## src/rtl/alarm_controller.sv

```systemverilog
// Eight-zone intruder alarm sequencer: arm/exit/entry/siren/acknowledge with fixed-priority latch.
// Optional door chime while disarmed is built only when ALARM_CHIME_EN is defined.
module alarm_controller #(
  parameter int unsigned EXIT_DELAY  = 16,
  parameter int unsigned ENTRY_DELAY = 32,
  parameter int unsigned SIREN_TIME  = 64,
  parameter int unsigned CNT_W       = 8
) (
  input  logic       clk_i,
  input  logic       rst_ni,
  input  logic [1:8] zone_i,
  input  logic       arm_i,
  input  logic       disarm_i,
  input  logic       ack_i,
  output logic       armed_o,
  output logic       exit_pending_o,
  output logic       entry_pending_o,
  output logic       siren_o,
  output logic       alarm_valid_o,
  output logic [2:0] alarm_zone_o,
  output logic       chime_o
);

  typedef enum logic [2:0] {
    StDisarmed,
    StExit,
    StArmed,
    StEntry,
    StAlarm,
    StSilenced
  } state_e;

  localparam logic [CNT_W-1:0] ExitLoad  = CNT_W'(EXIT_DELAY - 1);
  localparam logic [CNT_W-1:0] EntryLoad = CNT_W'(ENTRY_DELAY - 1);
  localparam logic [CNT_W-1:0] SirenLoad = CNT_W'(SIREN_TIME - 1);

  state_e           state_q, state_d;
  logic [CNT_W-1:0] cnt_q, cnt_d;
  logic [1:8]       zone_q;
  logic             valid_q, valid_d;
  logic [2:0]       code_q, code_d;
  logic             any_trip, hi_trip;
  logic [2:0]       win_code, hi_code;

  // Scan from zone 8 down so the lowest-numbered tripped zone is written last.
  always_comb begin
    win_code = '0;
    hi_code  = '0;
    for (int i = 8; i >= 1; i--) begin
      if (zone_q[i]) win_code = 3'(i - 1);
      if (i >= 2 && zone_q[i]) hi_code = 3'(i - 1);
    end
  end

  assign any_trip = |zone_q;
  assign hi_trip  = |zone_q[2:8];

  always_comb begin
    state_d = state_q;
    cnt_d   = cnt_q;
    valid_d = valid_q;
    code_d  = code_q;
    if (disarm_i) begin
      state_d = StDisarmed;
      cnt_d   = '0;
      valid_d = 1'b0;
      code_d  = '0;
    end else if (ack_i && (state_q == StAlarm || state_q == StSilenced)) begin
      state_d = StArmed;
      cnt_d   = '0;
      valid_d = 1'b0;
      code_d  = '0;
    end else begin
      case (state_q)
        StDisarmed: begin
          if (arm_i) begin
            state_d = StExit;
            cnt_d   = ExitLoad;
          end
        end
        StExit: begin
          if (cnt_q == '0) state_d = StArmed;
          else             cnt_d   = cnt_q - CNT_W'(1);
        end
        StArmed: begin
          if (any_trip) begin
            if (zone_q[1]) begin
              state_d = StEntry;
              cnt_d   = EntryLoad;
            end else begin
              state_d = StAlarm;
              cnt_d   = SirenLoad;
              valid_d = 1'b1;
              code_d  = win_code;
            end
          end
        end
        StEntry: begin
          // Any non-door zone cuts the entry grace short.
          if (hi_trip || cnt_q == '0) begin
            state_d = StAlarm;
            cnt_d   = SirenLoad;
            valid_d = 1'b1;
            code_d  = hi_trip ? hi_code : 3'd0;
          end else begin
            cnt_d = cnt_q - CNT_W'(1);
          end
        end
        StAlarm: begin
          if (cnt_q == '0) state_d = StSilenced;
          else             cnt_d   = cnt_q - CNT_W'(1);
        end
        StSilenced: ;
        default: state_d = StDisarmed;
      endcase
    end
  end

  always_ff @(posedge clk_i or negedge rst_ni) begin
    if (!rst_ni) begin
      state_q         <= StDisarmed;
      cnt_q           <= '0;
      zone_q          <= '0;
      valid_q         <= 1'b0;
      code_q          <= '0;
      armed_o         <= 1'b0;
      exit_pending_o  <= 1'b0;
      entry_pending_o <= 1'b0;
      siren_o         <= 1'b0;
    end else begin
      state_q         <= state_d;
      cnt_q           <= cnt_d;
      zone_q          <= zone_i;
      valid_q         <= valid_d;
      code_q          <= code_d;
      armed_o         <= (state_d == StArmed) || (state_d == StEntry) ||
                         (state_d == StAlarm) || (state_d == StSilenced);
      exit_pending_o  <= (state_d == StExit);
      entry_pending_o <= (state_d == StEntry);
      siren_o         <= (state_d == StAlarm);
    end
  end

  assign alarm_valid_o = valid_q;
  assign alarm_zone_o  = code_q;

`ifdef ALARM_CHIME_EN
  logic [1:8] zone_prev_q;
  logic       chime_q;

  always_ff @(posedge clk_i or negedge rst_ni) begin
    if (!rst_ni) begin
      zone_prev_q <= '0;
      chime_q     <= 1'b0;
    end else begin
      zone_prev_q <= zone_q;
      chime_q     <= (state_q == StDisarmed) && (|(zone_q & ~zone_prev_q));
    end
  end

  assign chime_o = chime_q;
`else
  assign chime_o = 1'b0;
`endif

endmodule

```

## config.mk

```make
export PLATFORM = sky130hd
export DESIGN_NAME = alarm_controller
export DESIGN_NICKNAME = d
export VERILOG_FILES = /design/src/rtl/alarm_controller.sv
export SDC_FILE = /design/constraint.sdc
export NUM_CORES = 1
export LEC_CHECK = 0
export BUFFER_PORTS_ARGS = -buffer_cell sky130_fd_sc_hd__buf_2
export CORE_MARGIN = 2
export CORE_UTILIZATION = 35
export DETAILED_ROUTE_END_ITERATION = 7
export GPL_TIMING_DRIVEN = 0
export PLACE_DENSITY = 0.56
export RECOVER_POWER = 25
export SYNTH_ARGS = -nofsm -noshare
export SYNTH_HDL_FRONTEND = slang
export SYNTH_SLANG_ARGS = --single-unit
```

## constraint.sdc

```tcl
create_clock -name clk_i -period 3.5 [get_ports clk_i]
set_input_delay 0.175 -clock clk_i [delete_from_list [all_inputs] [get_ports clk_i]]
set_output_delay 0.175 -clock clk_i [all_outputs]
set_load 0.005 [all_outputs]
```

# ---- After elaboration in Yosys (flattened, before gate mapping)
# Cells that the tools add are included.
dict set report op_classes {
  n_addsub 1
  n_shift 0
  n_mux 37
  n_reduce_logical 15
  n_eq_ne 15
  magnitude_cmp 0
  n_mul 0
  n_div 0
  bitwise 0
}
# op count
set op_table {}
lappend op_table {{3-bit 2-to-1 mux} 21}
lappend op_table {{8-bit 2-to-1 mux} 6}
lappend op_table {{8-bit case mux with 4 select lines} 1}
lappend op_table {{4-bit != test, second input constant} 5}
lappend op_table {{3-bit case mux with 6 select lines} 1}
lappend op_table {{3-bit by 2-bit == test with 1-bit output, second input constant} 4}
lappend op_table {{3-bit == test, second input constant} 4}
lappend op_table {{8-bit logical NOT} 1}
lappend op_table {{4-bit AND reduction} 2}
lappend op_table {{8-bit OR reduction} 1}
lappend op_table {{8-bit by 1-bit subtractor with 8-bit output, second input constant} 1}
lappend op_table {{7-bit OR reduction} 1}
lappend op_table {{3-bit by 1-bit == test with 1-bit output, second input constant} 2}
lappend op_table {{6-bit 2-to-1 mux} 1}
lappend op_table {{3-bit case mux with 2 select lines} 1}
lappend op_table {{6-bit nonzero test} 1}
lappend op_table {{1-bit logical OR} 5}
lappend op_table {{1-bit 2-to-1 mux} 5}
lappend op_table {{4-bit nonzero test} 1}
lappend op_table {{3-bit logical NOT} 1}
lappend op_table {{1-bit case mux with 2 select lines} 1}
lappend op_table {{2-bit OR reduction} 1}
lappend op_table {{1-bit logical AND} 1}
dict set report totals {
  ram_bits 0
  rom_bits 0
  latchBits 0
  wordCells 77
  inputBits 13
  register_bits 27
  output_inout_bits 9
  mem_count 0
}

# ---- Longest topological paths before layout
dict set report logic_depth {
  word_depth 12
  depth_mapped 10
}

# ---- Worst setup path before layout
# Ideal clock, no wire load.
dict set report synth_path {
  path_kind {flip-flop to flip-flop}
  startpoint {register cnt_q[0]}
  endpoint {register code_q[2], in the netlist alarm_zone_o[2]}
  path_slack_ns 1.058
  arrival_time_ns 2.365
  setup_time_ns 0.078
  path_stages_with_launch 10
  n_path_buf 1
  path_cell_list {dfrtp_1 inv_1 ha_1 or3b_4 or3_1 buf_6 a21oi_4 o22ai_2 or4b_1 a21oi_1}
}
dict set report synth_between {
  elab_chain_cells 4
}
# element line
set synth_rtl {}
lappend synth_rtl {{start: declaration} 38} ;# logic [CNT_W-1:0] cnt_q, cnt_d;
lappend synth_rtl {{start signal: assignment} 132} ;# cnt_q <= cnt_d;
lappend synth_rtl {{8-bit logical NOT} 100} ;# if (hi_trip || cnt_q == '0) begin
lappend synth_rtl {{1-bit logical OR} 100}
lappend synth_rtl {{4-bit != test (no line)} n/a}
lappend synth_rtl {{4-bit AND reduction (no line)} n/a}
lappend synth_rtl {{end signal: assignment} 135} ;# code_q <= code_d;
lappend synth_rtl {{end: declaration} 41} ;# logic [2:0] code_q, code_d;
# No other way between the ends.
# A chain may end at the register's enable or synchronous reset.

# ---- Final worst setup path
dict set report layout_path {
  startpoint {register cnt_q[0]}
  endpoint {register cnt_q[2]}
}
dict set report layout_between {
  elab_chain_cells 6
  elab_cells_between_ends 10
  cone_classes {add/sub: 1; eq/ne: 1; mux: 5; reduce/logical: 3}
}
# element
set layout_rtl {}
lappend layout_rtl {{branches (longest 6 deep; another with 8-bit by 1-bit subtractor with 8-bit output)}}
# Several ways; the timed one is not identified. The select of a mux whose other input is x is not followed.

==> results.md <==
Logic synthesis:
- In the synthesized netlist the dominant register cell turns out to be sky130_fd_sc_hd__dfrtp_1.
- For this run, the number of Yosys warnings is 0.
- Synthesis produced a netlist with a net count of 167.
- In this run, synthesis inferred 0 flip-flops with an integrated enable.
- The async set or reset register ratio after synthesis is 100%.
- The distinct cell type count after synthesis is 40.
- Synthesis handed over a netlist of 153 instances.
- Dividing the synthesized area by the synthesized cell count gives 9.18 um^2.
- The sequential area share after synthesis is 48.1%.
- After synthesis the cells add up to 1410 um^2.
- The synthesized design contains 27 register bits.

Cells and area:
- The number of nets in the layout is 200.
- The core occupancy in the finished layout is 43.1%.
- The filler cells instantiated in the layout total 383.
- Across the whole layout, storage elements account for 676 um^2.
- The area growth from synthesis to layout is 20.8%.
- After routing the design area is 1700 um^2.
- The repair_antennas step left the layout with diodes totalling 0.
- The fraction of final layout cells sized beyond drive strength 1 is 15.7%.
- The total area of multi-input combinational cells is 659 um^2.

Place:
- In this run the cell area measured after placement is 1560 um^2.
- At the end of routability-driven placement, the weighted congestion stood at 0.774.
- Buffers placed on the I/O ports in this run total 19.
- The half-perimeter wire length after detailed placement is 2.23 mm.
- The setup slack at placement is 0.849 ns.

Timing:
- The total count of hold-check failures in the final report is 0.
- The worst setup slack after layout is 0.822 ns.
- The minimum period implied by the final worst setup slack is 2.68 ns.
- The actual slew at the worst max-slew pin is 1.41 ns.
- The final clock skew is 0.00290 ns.
- Setup total negative slack on the finished layout was measured at 0 ns.
- Setup violations remaining at the end of the flow were counted as 0.
- The final count of pins violating max slew is 0.
- The post-route clock period utilization is 76.5%.
- Setup repair after global routing left no endpoint under its margin.
- The max-slew headroom at the worst pin is 5.92%.
- Hold timing on the final database bottoms out at a slack of 0.266 ns.
- The maximum operating frequency is 373 MHz.

Global routing:
- The overall track demand over capacity in global routing is 15.8%.
- The final global-route overflow total is 0.
- The number of global-route vias before repair is 1154.
- The pin count of the biggest net entering global routing is 28.
- The wire length of the first global-routing pass is 5.17 mm.
- The initial antenna violation count is 0.

Setup path:
- For this run, the slowest stage of the critical path takes 0.43 ns.
- Data on the critical path is required at its endpoint by 3.71 ns.
- STA classifies the critical path endpoint as a flop.
- The cell type with the highest occurrence count on the critical path is sky130_fd_sc_hd__o21ai_0.
- STA puts the critical path data arrival time at 2.89 ns.
- The slowest stage of the critical path is the sky130_fd_sc_hd__dfrtp_1 cell.
- The critical path is of the reg2reg type.
- The critical path goes through inv_1 > ha_1 > or3b_4 > or3_1 > buf_6 > nor3_1 > o31a_1 > buf_2 > o21ai_0 > o21ai_0.
- The maximum net fanout on the critical path is 10.
- The worst setup path is launched from a flop.

Clocking:
- The number of post-CTS setup repair buffers is 0.
- The clock transition time at the flip-flop clock pins of the worst setup and hold paths is 0.09 ns.
- The number of resized instances in the post-cts repair step is 0.
- The TritonCTS clock tree is built.
- The tree built by TritonCTS fans out to 27 sinks.
- Counting the buffers created by CTS gives 3.
- The later pin in the worst-skew pair is clocked with a latency of 0.28 ns.
- The root buffer cell chosen for the clock tree is sky130_fd_sc_hd__clkbuf_8.
- CTS built an H-tree with a depth of 1.
- The number of hold buffers added after CTS was 9.
- The clock passes through at most 2 buffers.

Floorplan:
- In this run the vertical extent of the chip is 67.4 um.
- The starting density of the core is 35.6%.
- After floorplanning, the core was divided into 23 placement rows.
- The floorplan step set the die width to 67.4 um.
- The area of the die is 4540 um^2.
- The core footprint is 3940 um^2.
- Pin placement for this block handled 22 I/O pins.

Worst hold path:
- The worst hold path belongs to the class in2reg.

Power:
- In this run, the combinational gates consume 32.9% of the power.
- In this run, the clock network consumes 21.8% of the power.
- The leakage power of the design is 0.772 nW.
- Of the total power, registers draw 45.2%.
- The share of total power consumed by net switching is 34.3%.
- The switching power of the nets is 0.290 mW.
- Across the VDD grid, the largest voltage drop is 0.000235 V.
- In this run the power density over the cells is 498 nW/um^2.
- The internal power of the cells is 0.556 mW.

Detailed routing:
- The routed length per instance is 13.0 um.
- The number of detailed-route iterations in the first pass is 4.
- The number of design-rule violations left by the first detailed-router iteration is 31.
- The final antenna-violating net count is 0.
- The routed via count divided by cell count is 5.12.
- The DRC violations left is 0.
- The vias after detailed routing is 1203.
- The total routed wirelength is 3.07 mm.

Status:
- The flow ran to the end, and the final reports show no timing, DRC or antenna violations.

Job:
- The tool flagged a number of max-cap violations equal to 0.
-- cells in the mapped netlist (all sizes together) (2+ instances only) --
library cell / instances / area (um^2)
a21oi: 12 / 71.3
nor3b: 2 / 15.0
or3: 4 / 25.0
dfrtp: 27 / 676
and2: 4 / 25.0
xnor2: 2 / 17.5
nand2: 10 / 37.5
inv: 8 / 30.0
nand3: 2 / 10.0
nor3: 11 / 55.1
a31oi: 2 / 12.5
nor4: 2 / 12.5
o21ai: 14 / 70.1
nand2b: 7 / 43.8
buf: 4 / 28.8
nor2: 11 / 41.3
o31a: 2 / 17.5
nor2b: 6 / 37.5
or4: 4 / 30.0
clkbuf: 3 / 11.3
-- critical path: cells and delay by family (launching register included) --
kind                     cells  cell delay [ns]
buffers and inverters        3             0.46
AND/OR/NAND/NOR              3             1.11
adder cells (fa/ha/maj)      1             0.19
flip-flops                   1             0.43
AO/OA/AOI/OAI                3             0.42
-- final timing paths --
kind / slack (ns) / endpoint / cells after the start / from
setup / recovery: 0.82 / cnt_q[2]$_DFFE_PN0P_ / 10 / cnt_q[0]$_DFFE_PN0P_
hold / removal: 0.27 / alarm_valid_o$_DFFE_PN0P_ / 2 / disarm_i
setup reg to reg: 0.82 / cnt_q[2]$_DFFE_PN0P_ / 10 / cnt_q[0]$_DFFE_PN0P_
hold reg to reg: 0.52 / alarm_zone_o[2]$_DFFE_PN0P_ / 2 / alarm_zone_o[2]$_DFFE_PN0P_
max in group asynchronous: 1.93 / alarm_zone_o[0]$_DFFE_PN0P_ / 2 / rst_ni
min in group asynchronous: 0.75 / cnt_q[0]$_DFFE_PN0P_ / 2 / rst_ni
-- power by group through the flow --
stage	clock network [mW]	logic [mW]	registers, mW
global route	0.206	0.311	0.389
CTS	0.188	0.282	0.383
finish	0.185	0.279	0.383
global placement	0	0.268	0.387
detailed placement	0	0.272	0.388
floorplan	0	0.206	0.382
-- layout make-up --
cell class / count / area share [%]
buffer: 7 / 2.36
clock buffer: 3 / 2.43
clock inverter: 1 / 0.295
inverter: 8 / 1.77
multi-input combinational: 111 / 38.8
sequential: 27 / 39.8
tap: 50 / 3.68
timing repair buffer: 28 / 10.8
-- cell families (layout without fill, tap and decap cells) --
family          Yosys count  in the layout  synth area share, %
buf+inv                  15             47                 4.99
other cells               1              1                0.267
mux                       1              1                0.712
fa+ha+maj                 1              1                0.890
xor+xnor                  2              2                 1.25
simple gates             67             67                 26.3
compound gates           39             39                 17.5
flops                    27             27                 48.1
-- layer usage --
metal	vias up	part of all wire, %	GRT usage [%]
met1	572	46	18.1
li1	605	-	-
met4	0	2.3	9.69
met2	21	48	27.2
met5	-	0	0
met3	5	3.4	2.83
-- registers in the layout (all words and copies together), names as in the netlist --
name and flops:
alarm_valid_o 1, cnt_q 8, exit_pending_o 1, siren_o 1, alarm_zone_o 3, armed_o 1
zone_q 8, state_q 3, entry_pending_o 1
-- cells in the final DEF, fill, tap and decap left out, types with 6 or more instances in the layout --
| cell type | n |
|---|---|
| sky130_fd_sc_hd__nand2b_1 | 7 |
| sky130_fd_sc_hd__nor2_1 | 11 |
| sky130_fd_sc_hd__buf_2 | 20 |
| sky130_fd_sc_hd__o21ai_0 | 13 |
| sky130_fd_sc_hd__a21oi_1 | 11 |
| sky130_fd_sc_hd__nor2b_1 | 6 |
| sky130_fd_sc_hd__dfrtp_1 | 27 |
| sky130_fd_sc_hd__nand2_1 | 10 |
| sky130_fd_sc_hd__dlygate4sd3_1 | 9 |
| sky130_fd_sc_hd__inv_1 | 8 |
| sky130_fd_sc_hd__nor3_1 | 11 |
-- metrics by stage --
stage | total power [mW] | std cells
2_1_floorplan | 0.589 | 153
3_5_place_dp | 0.661 | 222
5_1_grt | 0.906 | 235
6_report | 0.846 | 235
4_1_cts | 0.853 | 235
3_3_place_gp | 0.655 | 222
Note: power is estimated with default switching activity, not from simulation.
